<file path="config.mk">
export PLATFORM = sky130hd
export DESIGN_NAME = vcache_print_stat_gen
export DESIGN_NICKNAME = d
export VERILOG_FILES = /design/src/rtl/vcache_profiler_pkg.sv /design/src/rtl/bsg_fifo_1r1w_small.sv /design/src/rtl/vcache_print_stat_gen.sv
export SDC_FILE = /design/constraint.sdc
export NUM_CORES = 1
export LEC_CHECK = 0
export BUFFER_PORTS_ARGS = -buffer_cell sky130_fd_sc_hd__buf_2
export CORE_UTILIZATION = 60
export CTS_CLUSTER_SIZE = 28
export DETAILED_ROUTE_END_ITERATION = 10
export PLACE_DENSITY = 0.95
export SYNTH_ARGS = -nofsm -noshare
export SYNTH_HDL_FRONTEND = slang
export SYNTH_SLANG_ARGS = --single-unit
export TNS_END_PERCENT = 100
</file>
<file path="constraint.sdc">
create_clock -name clk_i -period 4.87 [get_ports clk_i]
set_clock_uncertainty 0.2 [all_clocks]
set_input_delay 1.2175 -clock clk_i [delete_from_list [all_inputs] [get_ports clk_i]]
set_output_delay 1.2175 -clock clk_i [all_outputs]
set_load 0.005 [all_outputs]
</file>
<file path="src/rtl/vcache_profiler_pkg.sv">
// ---------------------------------------------------------------------------
// vcache_profiler_pkg
//   Shared definitions for the vcache profiler blocks.
//   - print_stat_state_e : announce sequencer states of vcache_print_stat_gen
//   - vcache_global_ctr_width_gp : width of the free-running global cycle
//     counter that every profiler instance timestamps against
// ---------------------------------------------------------------------------
package vcache_profiler_pkg;

    localparam int vcache_global_ctr_width_gp = 32;

    typedef enum logic [1:0] {
        IDLE       = 2'd0,
        WAIT_DRAIN = 2'd1,
        ANNOUNCE   = 2'd2
    } print_stat_state_e;

endpackage

</file>
<file path="src/rtl/bsg_fifo_1r1w_small.sv">
// ---------------------------------------------------------------------------
// bsg_fifo_1r1w_small
//   Small one-read/one-write FIFO used as the stat-print tag queue.
//   Ports:
//     clk_i, reset_i      : clock, synchronous active-high reset
//     v_i, data_i         : enqueue request and data
//     ready_o             : not full (registered, forced low during reset)
//     v_o, data_o         : head valid and head data
//     yumi_i              : dequeue the head this cycle
//   ready_o depends only on registered state, so an enqueue and a dequeue
//   in the same cycle never bypass each other: a full queue accepts again
//   only the cycle after a pop.
// ---------------------------------------------------------------------------
module bsg_fifo_1r1w_small #(
    parameter int width_p = 8,
    parameter int els_p   = 4
) (
    input  logic               clk_i,
    input  logic               reset_i,
    input  logic               v_i,
    output logic               ready_o,
    input  logic [width_p-1:0] data_i,
    output logic               v_o,
    output logic [width_p-1:0] data_o,
    input  logic               yumi_i
);

    localparam int ptr_width_lp = (els_p > 1) ? $clog2(els_p) : 1;
    localparam logic [ptr_width_lp-1:0] last_ptr_lp = ptr_width_lp'(els_p - 1);

    logic [width_p-1:0]      mem_reg [els_p];
    logic [ptr_width_lp-1:0] wptr_reg, wptr_next;
    logic [ptr_width_lp-1:0] rptr_reg, rptr_next;
    logic                    full_reg, full_next;
    logic                    empty_reg, empty_next;
    logic                    enq, deq;
    logic [els_p-1:0]        wen;

    assign ready_o = ~full_reg & ~reset_i;
    assign v_o     = ~empty_reg;
    assign enq     = v_i & ready_o;
    assign deq     = yumi_i & ~empty_reg;

    // Head is read combinationally so the tag is present in the pop cycle.
    assign data_o  = mem_reg[rptr_reg];

    for (genvar gi = 0; gi < els_p; gi++) begin : g_wen
        assign wen[gi] = enq & (wptr_reg == ptr_width_lp'(gi));
    end

    always_ff @(posedge clk_i) begin
        for (int i = 0; i < els_p; i++) begin
            if (wen[i]) begin
                mem_reg[i] <= data_i;
            end
        end
    end

    // Full/empty are decided from the pointer that will result, so the
    // flags are ready as registers one cycle after the causing operation.
    always_comb begin
        wptr_next  = wptr_reg;
        rptr_next  = rptr_reg;
        full_next  = full_reg;
        empty_next = empty_reg;
        if (enq) begin
            wptr_next = (wptr_reg == last_ptr_lp) ? '0 : wptr_reg + 1'b1;
        end
        if (deq) begin
            rptr_next = (rptr_reg == last_ptr_lp) ? '0 : rptr_reg + 1'b1;
        end
        if (enq && !deq) begin
            empty_next = 1'b0;
            full_next  = (wptr_next == rptr_reg);
        end else if (deq && !enq) begin
            full_next  = 1'b0;
            empty_next = (rptr_next == wptr_reg);
        end
    end

    always_ff @(posedge clk_i) begin
        if (reset_i) begin
            wptr_reg  <= '0;
            rptr_reg  <= '0;
            full_reg  <= 1'b0;
            empty_reg <= 1'b1;
        end else begin
            wptr_reg  <= wptr_next;
            rptr_reg  <= rptr_next;
            full_reg  <= full_next;
            empty_reg <= empty_next;
        end
    end

endmodule

</file>
<file path="src/rtl/vcache_print_stat_gen.sv">
// ---------------------------------------------------------------------------
// vcache_print_stat_gen
//   Produces the stat-print event stream for the vcache profilers: a
//   free-running global cycle counter, a one-cycle print pulse and its tag.
//   Requests are queued and, when drain tracking is built in, announced only
//   once the vcache has no outstanding requests (or a drain timeout expires).
//
//   Build option: define VCACHE_PRINT_STAT_DRAIN_EN to include the inflight
//   counter, the WAIT_DRAIN state and the drain timeout. Without it IDLE goes
//   straight to ANNOUNCE, req/resp are ignored and drain_timeout_o is 0.
//
//   Ports:
//     clk_i, reset_i                : clock, synchronous active-high reset
//     stat_v_i, stat_tag_i          : stat-print request and its tag
//     stat_ready_o                  : tag queue not full
//     req_v_i, req_ready_i          : vcache input handshake (monitor only)
//     resp_v_i, resp_yumi_i         : vcache output handshake (monitor only)
//     global_ctr_o                  : free-running cycle counter
//     print_stat_v_o                : one-cycle announce pulse
//     print_stat_tag_o              : announced tag, 0 when not announcing
//     drain_timeout_o               : sticky, an announce was forced
// ---------------------------------------------------------------------------
module vcache_print_stat_gen
    import vcache_profiler_pkg::*;
#(
    parameter int data_width_p    = 32,
    parameter int els_p           = 4,
    parameter int max_inflight_p  = 8,
    parameter int drain_timeout_p = 1024
) (
    input  logic                                  clk_i,
    input  logic                                  reset_i,
    input  logic                                  stat_v_i,
    input  logic [data_width_p-1:0]               stat_tag_i,
    output logic                                  stat_ready_o,
    input  logic                                  req_v_i,
    input  logic                                  req_ready_i,
    input  logic                                  resp_v_i,
    input  logic                                  resp_yumi_i,
    output logic [vcache_global_ctr_width_gp-1:0] global_ctr_o,
    output logic                                  print_stat_v_o,
    output logic [data_width_p-1:0]               print_stat_tag_o,
    output logic                                  drain_timeout_o
);

    print_stat_state_e state_reg, state_next;

    logic                                  fifo_v;
    logic [data_width_p-1:0]               fifo_data;
    logic                                  fifo_yumi;
    logic                                  announce;
    logic                                  drain_force;
    logic [vcache_global_ctr_width_gp-1:0] global_ctr_reg;

    // ------------------------------------------------------------------
    // Tag queue
    // ------------------------------------------------------------------
    bsg_fifo_1r1w_small #(
        .width_p (data_width_p),
        .els_p   (els_p)
    ) tag_fifo (
        .clk_i   (clk_i),
        .reset_i (reset_i),
        .v_i     (stat_v_i),
        .ready_o (stat_ready_o),
        .data_i  (stat_tag_i),
        .v_o     (fifo_v),
        .data_o  (fifo_data),
        .yumi_i  (fifo_yumi)
    );

    // ------------------------------------------------------------------
    // Global cycle counter (wraps naturally at 2^32)
    // ------------------------------------------------------------------
    always_ff @(posedge clk_i) begin
        if (reset_i) begin
            global_ctr_reg <= '0;
        end else begin
            global_ctr_reg <= global_ctr_reg + 1'b1;
        end
    end

    assign global_ctr_o = global_ctr_reg;

`ifdef VCACHE_PRINT_STAT_DRAIN_EN
    // ------------------------------------------------------------------
    // Outstanding vcache request tracking and drain timeout
    // ------------------------------------------------------------------
    localparam int inflight_width_lp = $clog2(max_inflight_p + 1);
    localparam int timer_width_lp    = (drain_timeout_p > 1) ? $clog2(drain_timeout_p) : 1;
    localparam logic [inflight_width_lp-1:0] inflight_max_lp = inflight_width_lp'(max_inflight_p);
    localparam logic [timer_width_lp-1:0]    timer_last_lp   = timer_width_lp'(drain_timeout_p - 1);

    logic                         inflight_inc, inflight_dec;
    logic [inflight_width_lp-1:0] inflight_reg, inflight_next;
    logic [timer_width_lp-1:0]    timer_reg;
    logic                         drain_timeout_reg;

    assign inflight_inc = req_v_i & req_ready_i;
    assign inflight_dec = resp_v_i & resp_yumi_i;

    // Over/underflow would mean the monitored handshakes are inconsistent;
    // the count holds rather than wrapping so the drain check stays sane.
    always_comb begin
        inflight_next = inflight_reg;
        if (inflight_inc && !inflight_dec && inflight_reg != inflight_max_lp) begin
            inflight_next = inflight_reg + 1'b1;
        end else if (inflight_dec && !inflight_inc && inflight_reg != '0) begin
            inflight_next = inflight_reg - 1'b1;
        end
    end

    always_ff @(posedge clk_i) begin
        if (reset_i) begin
            inflight_reg <= '0;
        end else begin
            inflight_reg <= inflight_next;
        end
    end

`ifndef SYNTHESIS
    always_ff @(posedge clk_i) begin
        if (!reset_i) begin
            assert (!(inflight_inc && !inflight_dec && inflight_reg == inflight_max_lp));
            assert (!(inflight_dec && !inflight_inc && inflight_reg == '0));
        end
    end
`endif

    // Held at zero outside WAIT_DRAIN, so it starts from 0 on every entry.
    always_ff @(posedge clk_i) begin
        if (reset_i || state_reg != WAIT_DRAIN) begin
            timer_reg <= '0;
        end else begin
            timer_reg <= timer_reg + 1'b1;
        end
    end

    always_ff @(posedge clk_i) begin
        if (reset_i) begin
            drain_timeout_reg <= 1'b0;
        end else if (drain_force) begin
            drain_timeout_reg <= 1'b1;
        end
    end

    assign drain_timeout_o = drain_timeout_reg;
`else
    logic unused_monitor;
    assign unused_monitor = ^{req_v_i, req_ready_i, resp_v_i, resp_yumi_i, drain_force,
                              (max_inflight_p > 0), (drain_timeout_p > 0)};
    assign drain_timeout_o = 1'b0;
`endif

    // ------------------------------------------------------------------
    // Announce sequencer: state register
    // ------------------------------------------------------------------
    always_ff @(posedge clk_i) begin
        if (reset_i) begin
            state_reg <= IDLE;
        end else begin
            state_reg <= state_next;
        end
    end

    // ------------------------------------------------------------------
    // Announce sequencer: next state
    // ------------------------------------------------------------------
    always_comb begin
        state_next  = state_reg;
        drain_force = 1'b0;
        case (state_reg)
            IDLE: begin
                if (fifo_v) begin
`ifdef VCACHE_PRINT_STAT_DRAIN_EN
                    state_next = WAIT_DRAIN;
`else
                    state_next = ANNOUNCE;
`endif
                end
            end
            WAIT_DRAIN: begin
`ifdef VCACHE_PRINT_STAT_DRAIN_EN
                if (inflight_reg == '0) begin
                    state_next = ANNOUNCE;
                end else if (timer_reg == timer_last_lp) begin
                    state_next  = ANNOUNCE;
                    drain_force = 1'b1;
                end
`else
                state_next = IDLE;
`endif
            end
            ANNOUNCE: state_next = IDLE;
            default:  state_next = IDLE;
        endcase
    end

    // ------------------------------------------------------------------
    // Announce sequencer: outputs. Gated by reset so a reset landing on an
    // ANNOUNCE cycle produces no pulse and pops nothing.
    // ------------------------------------------------------------------
    always_comb begin
        announce         = (state_reg == ANNOUNCE) & ~reset_i;
        print_stat_v_o   = announce;
        print_stat_tag_o = announce ? fifo_data : '0;
        fifo_yumi        = announce;
    end

endmodule

</file>
# Yosys cells after proc, flatten, opt, wreduce, memory -nomap -nowiden

Memories as Yosys holds them, arrays and structs flattened. A register that Yosys moved wholly into a read port is not among the register bits.
Cells that the tools add are included.

Bits in writable memories: 128
Memories: 1
Word-level logic and storage cells: 66
Input port bits: 39
Register bits: 39

Memory list:

| memory           | depth | bits a word | rd ports | clocked after Yosys merged registers in | write ports | line                      | RTL |
|---|---|---|---|---|---|---|---|
| tag_fifo.mem_reg | 4     | 32          | 1        | 1                                       | 1           | bsg_fifo_1r1w_small.sv:31 | `logic [width_p-1:0] mem_reg [els_p];` |

Reductions and logical operators: 11
Muxes and demuxes: 27
Bitwise gates (word level): 12
Add/subtract/negate cells: 3
Equal/unequal tests: 6

Operators by type and width:

| kind                                           | number |
|---|---|
| two-way mux 32 bit                             | 4 |
| OR reduction 32 bit                            | 3 |
| adder 32 x 1 -> 32 bit (second input constant) | 1 |
| two-way mux 2 bit                              | 8 |
| two-way mux 1 bit                              | 15 |
| bitwise AND 1 bit                              | 8 |
| == test 2 bit (second input constant)          | 3 |
| adder 2 x 1 -> 2 bit (second input constant)   | 2 |
| == test 2 bit                                  | 2 |
| logical NOT 2 bit                              | 2 |
| NOT 1 bit                                      | 4 |
| == test 2 x 1 -> 1 bit (second input constant) | 1 |
| logical AND 1 bit                              | 2 |
| logical NOT 1 bit                              | 2 |
| nonzero test 2 bit                             | 1 |
| OR reduction 2 bit                             | 1 |

# Depth between registers and ports, before layout

Gate-level depths: netlist (run 1).

Word-level depth: 10
Gate-level depth with buffers: 7
Depth with buffers taken out: 6

# Cells and area by module

Synthesis (run 1) repeated with hierarchy kept, for this count alone.

Cells, all modules: 426
Area, all modules: 6804.0 µm²

Modules (own cells, without submodules):

| module                | area an instance (µm²) | instances | cells an instance |
|---|---|---|---|
| bsg_fifo_1r1w_small   | 5048.6                 | 1         | 216 |
| vcache_print_stat_gen | 1755.4                 | 1         | 210 |

# Worst setup path after synthesis (run 1)

No wires, ideal clock.

Kind: input-to-output
Start point: in reset_i
End point: out stat_ready_o
Stages on the path: 4
Buffers on the path: 3
Data arrival time: 2.026 ns
Setup slack: 1.426 ns
Cell sequence: buf_2 -> buf_1 -> buf_1 -> nor2_1

Word-level cells in the longest chain between the ends: 2

Ends and longest elaborated chain:

| element           | line                        | RTL |
|---|---|---|
| start, declared   | vcache_print_stat_gen.sv:32 | `input logic reset_i,` |
| NOT 1 bit         | bsg_fifo_1r1w_small.sv:39   | `assign ready_o = ~full_reg & ~reset_i;` |
| bitwise AND 1 bit | bsg_fifo_1r1w_small.sv:39   |  |
| end, declared     | vcache_print_stat_gen.sv:35 | `output logic stat_ready_o,` |

No other way between the ends.

# Final worst setup path (run 1)

Start point: in reset_i
End point: out print_stat_tag_o[15]

Word-level cells in the longest chain between the ends: 3

Ends and longest elaborated chain:

| element            | line                         | RTL |
|---|---|---|
| NOT 1 bit          | vcache_print_stat_gen.sv:204 | `announce = (state_reg == ANNOUNCE) & ~reset_i;` |
| bitwise AND 1 bit  | vcache_print_stat_gen.sv:204 |  |
| two-way mux 32 bit | vcache_print_stat_gen.sv:206 | `print_stat_tag_o = announce ? fifo_data : '0;` |
| end, declared      | vcache_print_stat_gen.sv:42  | `output logic [data_width_p-1:0] print_stat_tag_o,` |

No other way between the ends.

==> flow_metrics.env, run 1 <==
export IMPL_crit_arrival_ns=2.41
export IMPL_grt_pass1_wl_mm=19.6
export IMPL_fin_nets=563
export IMPL_first_iter_violations=328
export IMPL_power_density_nw_per_um2=366
export IMPL_crit_path_start="reset_i"
export IMPL_synth_top_family_by_area="multiplexers"
export IMPL_r2r_end="global_ctr_o[26]$_SDFF_PP0_"
export IMPL_drc=0
export IMPL_mostFrequentLayoutCells="edfxtp_1, buf_2, dfxtp_1"
export IMPL_io_pins=106
export IMPL_swShare=0.214
export IMPL_antenna_found_initial=0
export IMPL_grt_pass1_vias=3931
export IMPL_ys_warn_count=0
export IMPL_hold_buffers=0
export IMPL_wl_per_cell_um=18.6
export IMPL_antenna_left=0
export IMPL_ir_drop_v=0.000327
export IMPL_crit_type="input pin to output pin"
export IMPL_die_y_um=108
export IMPL_vias_per_cell=5.81
export IMPL_grt_start_max_net_pins=46
export IMPL_place_area_um2=7330
export IMPL_r2r_start="global_ctr_o[0]$_SDFF_PP0_"
export IMPL_power_internal_mw=2.27
export IMPL_synth_seq_area_share=0.682
export IMPL_max_cap_violations=0
export IMPL_critPathMaxStageDelay_ns=0.54
export IMPL_holdPathStages=1
export IMPL_worstPathCellList="buf_2 > nand2b_2 > nor2b_1 > buf_2"
export IMPL_ys_seq_elements=167
export IMPL_cts_tree="done"
export IMPL_seqPwrFrac=0.545
export IMPL_insertion_delay_ns=0.42
export IMPL_power_leakage_nw=2.79
export IMPL_worst_pin_slew_ns=0.910
export IMPL_syn_inst=421
export IMPL_crit_path_end_kind="output pin"
export IMPL_num_rows=38
export IMPL_hold_viol=0
export IMPL_cts_repair_resized=0
export IMPL_post_cts_buffers=0
export IMPL_overflow=0
export IMPL_switchingPower_mw=0.618
export IMPL_tns_ns=0
export IMPL_design_area_um2=7880
export IMPL_maxSlewViolCount=0
export IMPL_final_common_cell="edfxtp_1"
export IMPL_htree_levels=4
export IMPL_fin_hold_ws_ns=0.262
export IMPL_cpMostUsedCell="buf_2"
export IMPL_postSynthAreaPerCell_um2=16.1
export IMPL_synth_adder_area_share=0.0129
export IMPL_combPwrFrac=0.032
export IMPL_largest_reg_flops=128
export IMPL_syn2layout_area_growth_pct=16.3
export IMPL_cts_made_buffers=17
export IMPL_setup_viol=0
export IMPL_routed_via_count=3899
export IMPL_fin_util=0.721
export IMPL_core_um2=10900
export IMPL_worstHoldPathType="flip-flop to flip-flop"
export IMPL_synth_compound_area_share=0.0329
export IMPL_routed_wl_mm=12.5
export IMPL_cts_sinks=167
export IMPL_crit_fanout=33
export IMPL_hold_start="state_reg[1]$_SDFFE_PP0N_"
export IMPL_synthXorXnorAreaFrac=0.0207
export IMPL_dp_final_hpwl_mm=7.59
export IMPL_drive_above_1_share=0.330
export IMPL_initial_utilization=0.620
export IMPL_fmax_ghz=0.261
export IMPL_yosys_area_share_simple=0.112
export IMPL_io_buffers=100
export IMPL_reg2regPathDepth=5
export IMPL_die_w_um=108
export IMPL_r2r_slack_ns=2.59
export IMPL_post_route_period_util=0.786
export IMPL_synthMuxAreaShare=0.112
export IMPL_fin_crit_ns=3.83
export IMPL_die_area_um2=11700
export IMPL_outcome="finished clean"
export IMPL_rsz0062_at_grt="false"
export IMPL_crit_path_start_kind="input pin"
export IMPL_cts_buffer_depth=2
export IMPL_firstDrtPassIters=4
export IMPL_power_mw=2.89
export IMPL_hold_end="state_reg[1]$_SDFFE_PP0N_"
export IMPL_finalWeightedCongestion=0.849
export IMPL_syn_num_nets=467
export IMPL_cp_slowest_cell="nand2b_2"
export IMPL_maxSlewHeadroom=0.394
export IMPL_crit_required_ns=3.45
export IMPL_clockRootBuffer="clkbuf_16"
export IMPL_synth_area_um2=6780
export IMPL_grt_usage=0.232
export IMPL_synth_cell_types=37
export IMPL_p_clk_frac=0.423
export IMPL_cts_reportedPaths_clkPinSlew_ns=0.06
## worst max path at each step
stage | endpoint | slack, ns | cells past startpoint
global route | print_stat_tag_o[15] | 0.95 | 4
detailed placement | print_stat_tag_o[15] | 1.07 | 4
floorplan | stat_ready_o | 1.43 | 4
finish | print_stat_tag_o[15] | 1.04 | 4
global placement | print_stat_tag_o[23] | 1.06 | 4
CTS | print_stat_tag_o[15] | 1.02 | 4
## cells in the mapped netlist
master    number  area [um^2]
conb_1         1         3.75
ha_1           7         87.6
nand4_1        8         50.1
a21oi_1       17         85.1
mux2i_1        4         40.0
or3_1          4         25.0
nand3_1        9         45.0
buf_1          3         11.3
nand4_4        1         21.3
o32ai_1        1         8.76
mux4_2        32          721
clkbuf_1       8         30.0
and2_1         6         37.5
and4_1         5         43.8
o21ai_0        6         30.0
o41ai_1        1         8.76
o31ai_1       12         90.1
xnor2_1        5         43.8
nor3b_1        1         7.51
edfxtp_1     128         3840
or4_1         14          105
nor2b_1       33          206
nand2_1       11         41.3
buf_6          4         45.0
buf_8          1         15.0
buf_4          5         37.5
inv_1          6         22.5
and3_1         5         31.3
dfxtp_1       39          781
xor2_1        11         96.3
nor3_1         1         5.00
nand2b_1       2         12.5
nand3_2        1         10.0
nand3_4        1         17.5
nor3b_2        1         12.5
buf_2          4         20.0
nor2_1        23         86.3
## routing by layer
metal | routed length, um | global-route usage
met1 | 5080 | 0.287
met2 | 6490 | 0.385
met3 | 770 | 0.0681
met4 | 144 | 0.0965
met5 | 0 | 0
## kinds of logic (layout without fill, tap and decap cells)
kind of cell | after synthesis | after routing
fa+ha+maj | 7 | 7
compound gates | 37 | 37
other cells | 1 | 2
xor+xnor | 16 | 16
mux | 36 | 36
buf+inv | 31 | 140
flops | 167 | 167
simple gates | 126 | 126
## worst max-delay path, delay by kind of cell
family	cells	cell delay, ns
buffers and inverters	2	0.27
and+or+nand+nor	2	0.90
## cell type report
class	instances	area, um^2
Timing Repair Buffer	102	528
Clock buffer	18	429
Tap cell	140	175
Fill cell	693	3050
Antenna cell	1	2.50
Multi-Input combinational cell	223	1980
Sequential cell	167	4630
Clock inverter	14	116
Inverter	6	22.5
## metrics by stage
step,instances,worst slack [ns]
after floorplan,421,1.43
after global placement,638,1.06
after detailed placement,638,1.07
after CTS,670,1.02
after global routing,670,0.954
final,671,1.04
## power groups by stage
| stage | logic, mW | registers, mW | clock network [mW] |
|---|---|---|---|
| after global routing | 0.102 | 1.57 | 1.30 |
| after floorplan | 0.0515 | 1.60 | 0 |
| final | 0.0918 | 1.57 | 1.22 |
| after global placement | 0.0873 | 1.60 | 0 |
| after CTS | 0.0935 | 1.57 | 1.24 |
| after detailed placement | 0.0925 | 1.60 | 0 |
Power figures use the tool's default switching activity.
==> run 2: changes to the inputs <==
--- a/config.mk
+++ b/config.mk
@@ -6,10 +6,10 @@
 export NUM_CORES = 1
 export LEC_CHECK = 0
 export BUFFER_PORTS_ARGS = -buffer_cell sky130_fd_sc_hd__buf_2
-export CORE_UTILIZATION = 60
+export CORE_UTILIZATION = 51
 export CTS_CLUSTER_SIZE = 28
 export DETAILED_ROUTE_END_ITERATION = 10
-export PLACE_DENSITY = 0.95
+export PLACE_DENSITY = 0.88
 export SYNTH_ARGS = -nofsm -noshare
 export SYNTH_HDL_FRONTEND = slang
 export SYNTH_SLANG_ARGS = --single-unit
==> constraint.sdc (replaced) <==
create_clock -name clk_i -period 3.1 [get_ports clk_i]
set_clock_uncertainty 0.2 [all_clocks]
set_input_delay 0.775 -clock clk_i [delete_from_list [all_inputs] [get_ports clk_i]]
set_output_delay 0.775 -clock clk_i [all_outputs]
set_load 0.005 [all_outputs]
==> run 2 against run 1 <==
  * Global-route usage decreased by 3.0 points
  * Register-to-register slack lost 1.7 ns
  * Setup slack got worse by 0.77 ns
  * Via count is 1.3% higher
  * Critical path type is now flip-flop to output pin
==> flow_metrics.env, run 2 (synthesis results as in run 1) <==
export IMPL_mostFrequentLayoutCells="edfxtp_1, buf_2, dfxtp_1"
export IMPL_die_w_um=117
export IMPL_post_cts_buffers=0
export IMPL_insertion_delay_ns=0.43
export IMPL_syn2layout_area_growth_pct=19.3
export IMPL_cts_reportedPaths_clkPinSlew_ns=0.06
export IMPL_swShare=0.213
export IMPL_switchingPower_mw=0.985
export IMPL_io_pins=106
export IMPL_num_rows=41
export IMPL_grt_start_max_net_pins=27
export IMPL_crit_cells=4
export IMPL_dp_slack_ns=0.285
export IMPL_maxSlewViolCount=0
export IMPL_p_clk_frac=0.433
export IMPL_antenna_found_initial=0
export IMPL_rsz0062_at_grt="false"
export IMPL_largest_reg_flops=128
export IMPL_drive_above_1_share=0.345
export IMPL_grt_pass1_wl_mm=19.9
export IMPL_grt_pass1_vias=3918
export IMPL_diodes=0
export IMPL_critPathMaxStageDelay_ns=0.53
export IMPL_io_buffers=100
export IMPL_setup_viol=0
export IMPL_vias_per_cell=5.56
export IMPL_worstPathCellList="buf_12 > mux4_2 > nor2b_1 > buf_2"
export IMPL_routed_wl_mm=12.9
export IMPL_crit_fanout=24
export IMPL_outcome="finished clean"
export IMPL_cts_buffer_depth=2
export IMPL_grt_usage=0.202
export IMPL_crit_arrival_ns=1.86
export IMPL_crit_path_end_kind="output pin"
export IMPL_post_route_period_util=0.913
export IMPL_final_common_cell="edfxtp_1"
export IMPL_crit_type="flip-flop to output pin"
export IMPL_crit_required_ns=2.12
export IMPL_die_area_um2=13800
export IMPL_tns_ns=0
export IMPL_power_internal_mw=3.64
export IMPL_power_leakage_nw=2.86
export IMPL_antenna_left=0
export IMPL_cts_tree="done"
export IMPL_finalWeightedCongestion=0.780
export IMPL_power_mw=4.63
export IMPL_timing_critical_path_buf_inv=2
export IMPL_hold_buffers=0
export IMPL_fmax_ghz=0.353
export IMPL_die_y_um=117
export IMPL_core_um2=12800
export IMPL_hold_viol=0
export IMPL_fillers=890
export IMPL_worstHoldPathType="flip-flop to flip-flop"
export IMPL_max_cap_violations=0
export IMPL_clockRootBuffer="clkbuf_16"
export IMPL_dp_final_hpwl_mm=8.19
export IMPL_power_density_nw_per_um2=572
export IMPL_firstDrtPassIters=4
export IMPL_maxSlewHeadroom=0.663
export IMPL_htree_levels=4
export IMPL_crit_path_start_kind="flip-flop"
export IMPL_drc=0
export IMPL_cts_repair_resized=0
export IMPL_combPwrFrac=0.034
export IMPL_first_iter_violations=247
export IMPL_ir_drop_v=0.000455
export IMPL_cts_made_buffers=17
export IMPL_fin_crit_ns=2.83
export IMPL_cp_slowest_cell="mux4_2"
export IMPL_seqPwrFrac=0.533
export IMPL_fin_nets=572
export IMPL_worst_slack_ns=0.269
export IMPL_initial_utilization=0.531
export IMPL_worst_pin_slew_ns=0.504
export IMPL_overflow=0
export IMPL_reg2regPathDepth=5
export IMPL_routed_via_count=3951
export IMPL_cts_sinks=167
export IMPL_crit_family="multiplexers"
export IMPL_wl_per_cell_um=18.1
export IMPL_holdPathStages=1
[run 2: changes by cell type in the layout (fill, tap and decap cells not counted)]
cell        previous run  this run
buf_4                  1         4
clkinv_1               1         0
inv_6                  3         5
buf_12                 1         7
clkinv_4               4         2
clkinvlp_4             1         3
bufinv_16              0         1
diode_2                1         0
clkinv_2               2         3
clkbuf_1               1         0
clkinv_8               0         1
inv_8                  3         0
[run 2: power by group through the flow]
| stage | Sequential (mW) | Clock, mW | Combinational (mW) |
|---|---|---|---|
| global placement | 2.51 | 0 | 0.149 |
| floorplan | 2.51 | 0 | 0.0809 |
| detailed placement | 2.52 | 0 | 0.157 |
| finish | 2.47 | 2.01 | 0.156 |
| global route | 2.47 | 2.12 | 0.172 |
| CTS | 2.47 | 2.04 | 0.158 |
[run 2: through the flow]
stage / hold WS (ns) / cell area (um^2) / instances / util
6_report: 0.259 / 8090 / 711 / 0.633
5_1_grt: 0.284 / 8090 / 711 / 0.633
4_1_cts: 0.265 / 8090 / 711 / 0.633
3_5_place_dp: 0.258 / 7520 / 679 / 0.588
3_3_place_gp: 0.237 / 7520 / 679 / 0.588
2_1_floorplan: 0.213 / 6780 / 421 / -
[run 2: layout make-up]
cell class	instances	area, um^2	share of cell area
clock buffers	17	425	0.0526
clock inverters	15	145	0.0179
inverters	6	22.5	0.00279
multi-input cells	223	1980	0.245
flip-flops and latches	167	4630	0.572
well taps	172	215	0.0266
repair buffers	111	671	0.0829
[run 2: metal layers]
metal | track usage | part of all wire | vias up | wire (um)
li1 | - | - | 1845 | -
met1 | 0.244 | 0.42 | 1981 | 5460
met2 | 0.338 | 0.51 | 108 | 6580
met3 | 0.0561 | 0.048 | 17 | 617
met4 | 0.0928 | 0.016 | 0 | 203
met5 | 0 | 0 | - | 0
[run 2: path summary, 6_finish.rpt]
| path | startpoint | endpoint | slack, ns |
|---|---|---|---|
| setup / recovery | tag_fifo.rptr_reg[0]$_SDFF_PP0_ | print_stat_tag_o[26] | 0.27 |
| hold / removal | tag_fifo.empty_reg$_SDFFE_PP1P_ | state_reg[1]$_SDFFE_PP0N_ | 0.26 |
| setup reg to reg | global_ctr_o[0]$_SDFF_PP0_ | global_ctr_o[20]$_SDFF_PP0_ | 0.86 |
| hold reg to reg | tag_fifo.empty_reg$_SDFFE_PP1P_ | state_reg[1]$_SDFFE_PP0N_ | 0.26 |
==> run 3: changes to the inputs <==
--- a/config.mk
+++ b/config.mk
@@ -10,6 +10,7 @@
 export CTS_CLUSTER_SIZE = 28
 export DETAILED_ROUTE_END_ITERATION = 10
 export PLACE_DENSITY = 0.88
+export REMOVE_ABC_BUFFERS = 1
 export SYNTH_ARGS = -nofsm -noshare
 export SYNTH_HDL_FRONTEND = slang
 export SYNTH_SLANG_ARGS = --single-unit
==> run 3 against run 2 <==
  * Flip-flop and latch count unchanged
  * Critical endpoint is now print_stat_tag_o[28]
  * Final cell count did not move
  * Sequential power is essentially flat
  * Final area decreased by 0.59%
  * Setup slack lost 0.051 ns
  * Non-clock buffer count is the same
  * Critical path depth stayed put
  * First-iteration DRC count fell by 4.5%
  * Power decreased by 1.1%
  * Critical path type unchanged
  * Routed wire length up 0.61%
  * Sequential share of layout area up 0.34 points
==> flow_metrics.env, run 3 (synthesis results as in run 1) <==
export IMPL_post_cts_buffers=0
export IMPL_grt_pass1_vias=3969
export IMPL_cts_tree="done"
export IMPL_hold_viol=0
export IMPL_fin_cells=711
export IMPL_power_mw=4.58
export IMPL_grt_usage=0.201
export IMPL_num_rows=41
export IMPL_die_w_um=117
export IMPL_max_cap_violations=0
export IMPL_power_density_nw_per_um2=570
export IMPL_final_common_cell="edfxtp_1"
export IMPL_die_area_um2=13800
export IMPL_cts_buffer_depth=2
export IMPL_crit_path_start_kind="flip-flop"
export IMPL_ir_drop_v=0.000319
export IMPL_drive_above_1_share=0.330
export IMPL_crit_family="flip-flops"
export IMPL_die_y_um=117
export IMPL_fin_crit_ns=2.88
export IMPL_crit_type="flip-flop to output pin"
export IMPL_first_iter_violations=236
export IMPL_post_route_period_util=0.930
export IMPL_seqPwrFrac=0.539
export IMPL_routed_via_count=3960
export IMPL_cp_slowest_cell="dfxtp_2"
export IMPL_initial_utilization=0.531
export IMPL_crit_required_ns=2.12
export IMPL_insertion_delay_ns=0.42
export IMPL_clockRootBuffer="clkbuf_16"
export IMPL_routed_wl_mm=12.9
export IMPL_antenna_left=0
export IMPL_combPwrFrac=0.034
export IMPL_setup_viol=0
export IMPL_reg2regPathDepth=5
export IMPL_htree_levels=4
export IMPL_largest_reg_flops=128
export IMPL_worstHoldPathType="flip-flop to flip-flop"
export IMPL_io_buffers=100
export IMPL_swShare=0.193
export IMPL_core_um2=12800
export IMPL_maxSlewViolCount=0
export IMPL_design_area_um2=8040
export IMPL_syn2layout_area_growth_pct=18.6
export IMPL_finalWeightedCongestion=0.797
export IMPL_fin_nets=572
export IMPL_place_inst=679
export IMPL_mostFrequentLayoutCells="edfxtp_1, buf_2, dfxtp_1"
export IMPL_vias_per_cell=5.57
export IMPL_r2r_start="global_ctr_o[0]$_SDFF_PP0_"
export IMPL_cts_sinks=167
export IMPL_hold_start="state_reg[1]$_SDFFE_PP0N_"
export IMPL_switchingPower_mw=0.885
export IMPL_dp_final_hpwl_mm=8.05
export IMPL_timing_critical_path_buf_inv=2
export IMPL_r2r_slack_ns=0.93
export IMPL_overflow=0
export IMPL_fin_util=0.629
export IMPL_p_clk_frac=0.427
export IMPL_outcome="finished clean"
export IMPL_holdPathStages=1
export IMPL_worst_slack_ns=0.218
export IMPL_cts_made_buffers=17
export IMPL_grt_start_max_net_pins=35
export IMPL_power_internal_mw=3.69
export IMPL_wl_per_cell_um=18.2
export IMPL_place_area_um2=7490
export IMPL_crit_fanout=18
export IMPL_cts_reportedPaths_clkPinSlew_ns=0.06
export IMPL_worstPathCellList="buf_4 > mux4_2 > nor2b_1 > buf_2"
export IMPL_firstDrtPassIters=4
export IMPL_dp_slack_ns=0.301
export IMPL_crit_path_end_kind="output pin"
export IMPL_hold_end="state_reg[1]$_SDFFE_PP0N_"
export IMPL_fmax_ghz=0.347
export IMPL_diodes=0
export IMPL_hold_buffers=0
export IMPL_antenna_found_initial=0
export IMPL_critPathMaxStageDelay_ns=0.50
export IMPL_grt_pass1_wl_mm=19.9
export IMPL_io_pins=106
export IMPL_crit_arrival_ns=1.91
export IMPL_cts_repair_resized=0
export IMPL_power_leakage_nw=2.85
export IMPL_fillers=912
export IMPL_drc=0
export IMPL_r2r_end="global_ctr_o[20]$_SDFF_PP0_"
export IMPL_rsz0062_at_grt="false"
-- run 3: power by group through the flow --
stage / logic [mW] / registers [mW] / clock network, mW
after floorplan: 0.0699 / 2.51 / 0
after global placement: 0.146 / 2.51 / 0
after detailed placement: 0.156 / 2.52 / 0
after CTS: 0.157 / 2.47 / 2.00
after global routing: 0.169 / 2.47 / 2.09
final: 0.155 / 2.47 / 1.96
-- run 3: routing by layer --
| layer | up-vias | global-route usage | routed length, um | share of wire |
|---|---|---|---|---|
| li1 | 1835 | - | - | - |
| met1 | 1979 | 0.232 | 5170 | 0.40 |
| met2 | 133 | 0.355 | 6860 | 0.53 |
| met3 | 13 | 0.0566 | 733 | 0.057 |
| met4 | 0 | 0.0810 | 189 | 0.015 |
| met5 | - | 0 | 0 | 0 |
-- run 3: metrics by stage --
| stage | hold WS, ns | TNS (ns) |
|---|---|---|
| global placement | 0.223 | 0 |
| CTS | 0.253 | 0 |
| detailed placement | 0.243 | 0 |
| global route | 0.302 | 0 |
| finish | 0.251 | 0 |
| floorplan | 0.208 | -6.05 |
-- run 3: cell type report --
cell class,instances,area [um^2],area share
sequential,167,4630,0.576
multi-input combinational,223,1980,0.246
timing repair buffer,111,646,0.0803
clock buffer,30,539,0.0671
tap,172,215,0.0268
inverter,6,22.5,0.00280
clock inverter,2,11.3,0.00140
-- run 3: worst max-delay path by stage --
stage,start,to,slack (ns),depth (start not counted)
finish,tag_fifo.rptr_reg[1]$_SDFF_PP0_,print_stat_tag_o[28],0.22,4
global route,tag_fifo.rptr_reg[1]$_SDFF_PP0_,print_stat_tag_o[8],0.13,4
CTS,tag_fifo.rptr_reg[1]$_SDFF_PP0_,print_stat_tag_o[28],0.18,4
detailed placement,reset_i,print_stat_tag_o[24],0.30,5
global placement,reset_i,print_stat_tag_o[27],0.33,5
floorplan,tag_fifo.rptr_reg[0]$_SDFF_PP0_,print_stat_tag_o[0],-0.19,2
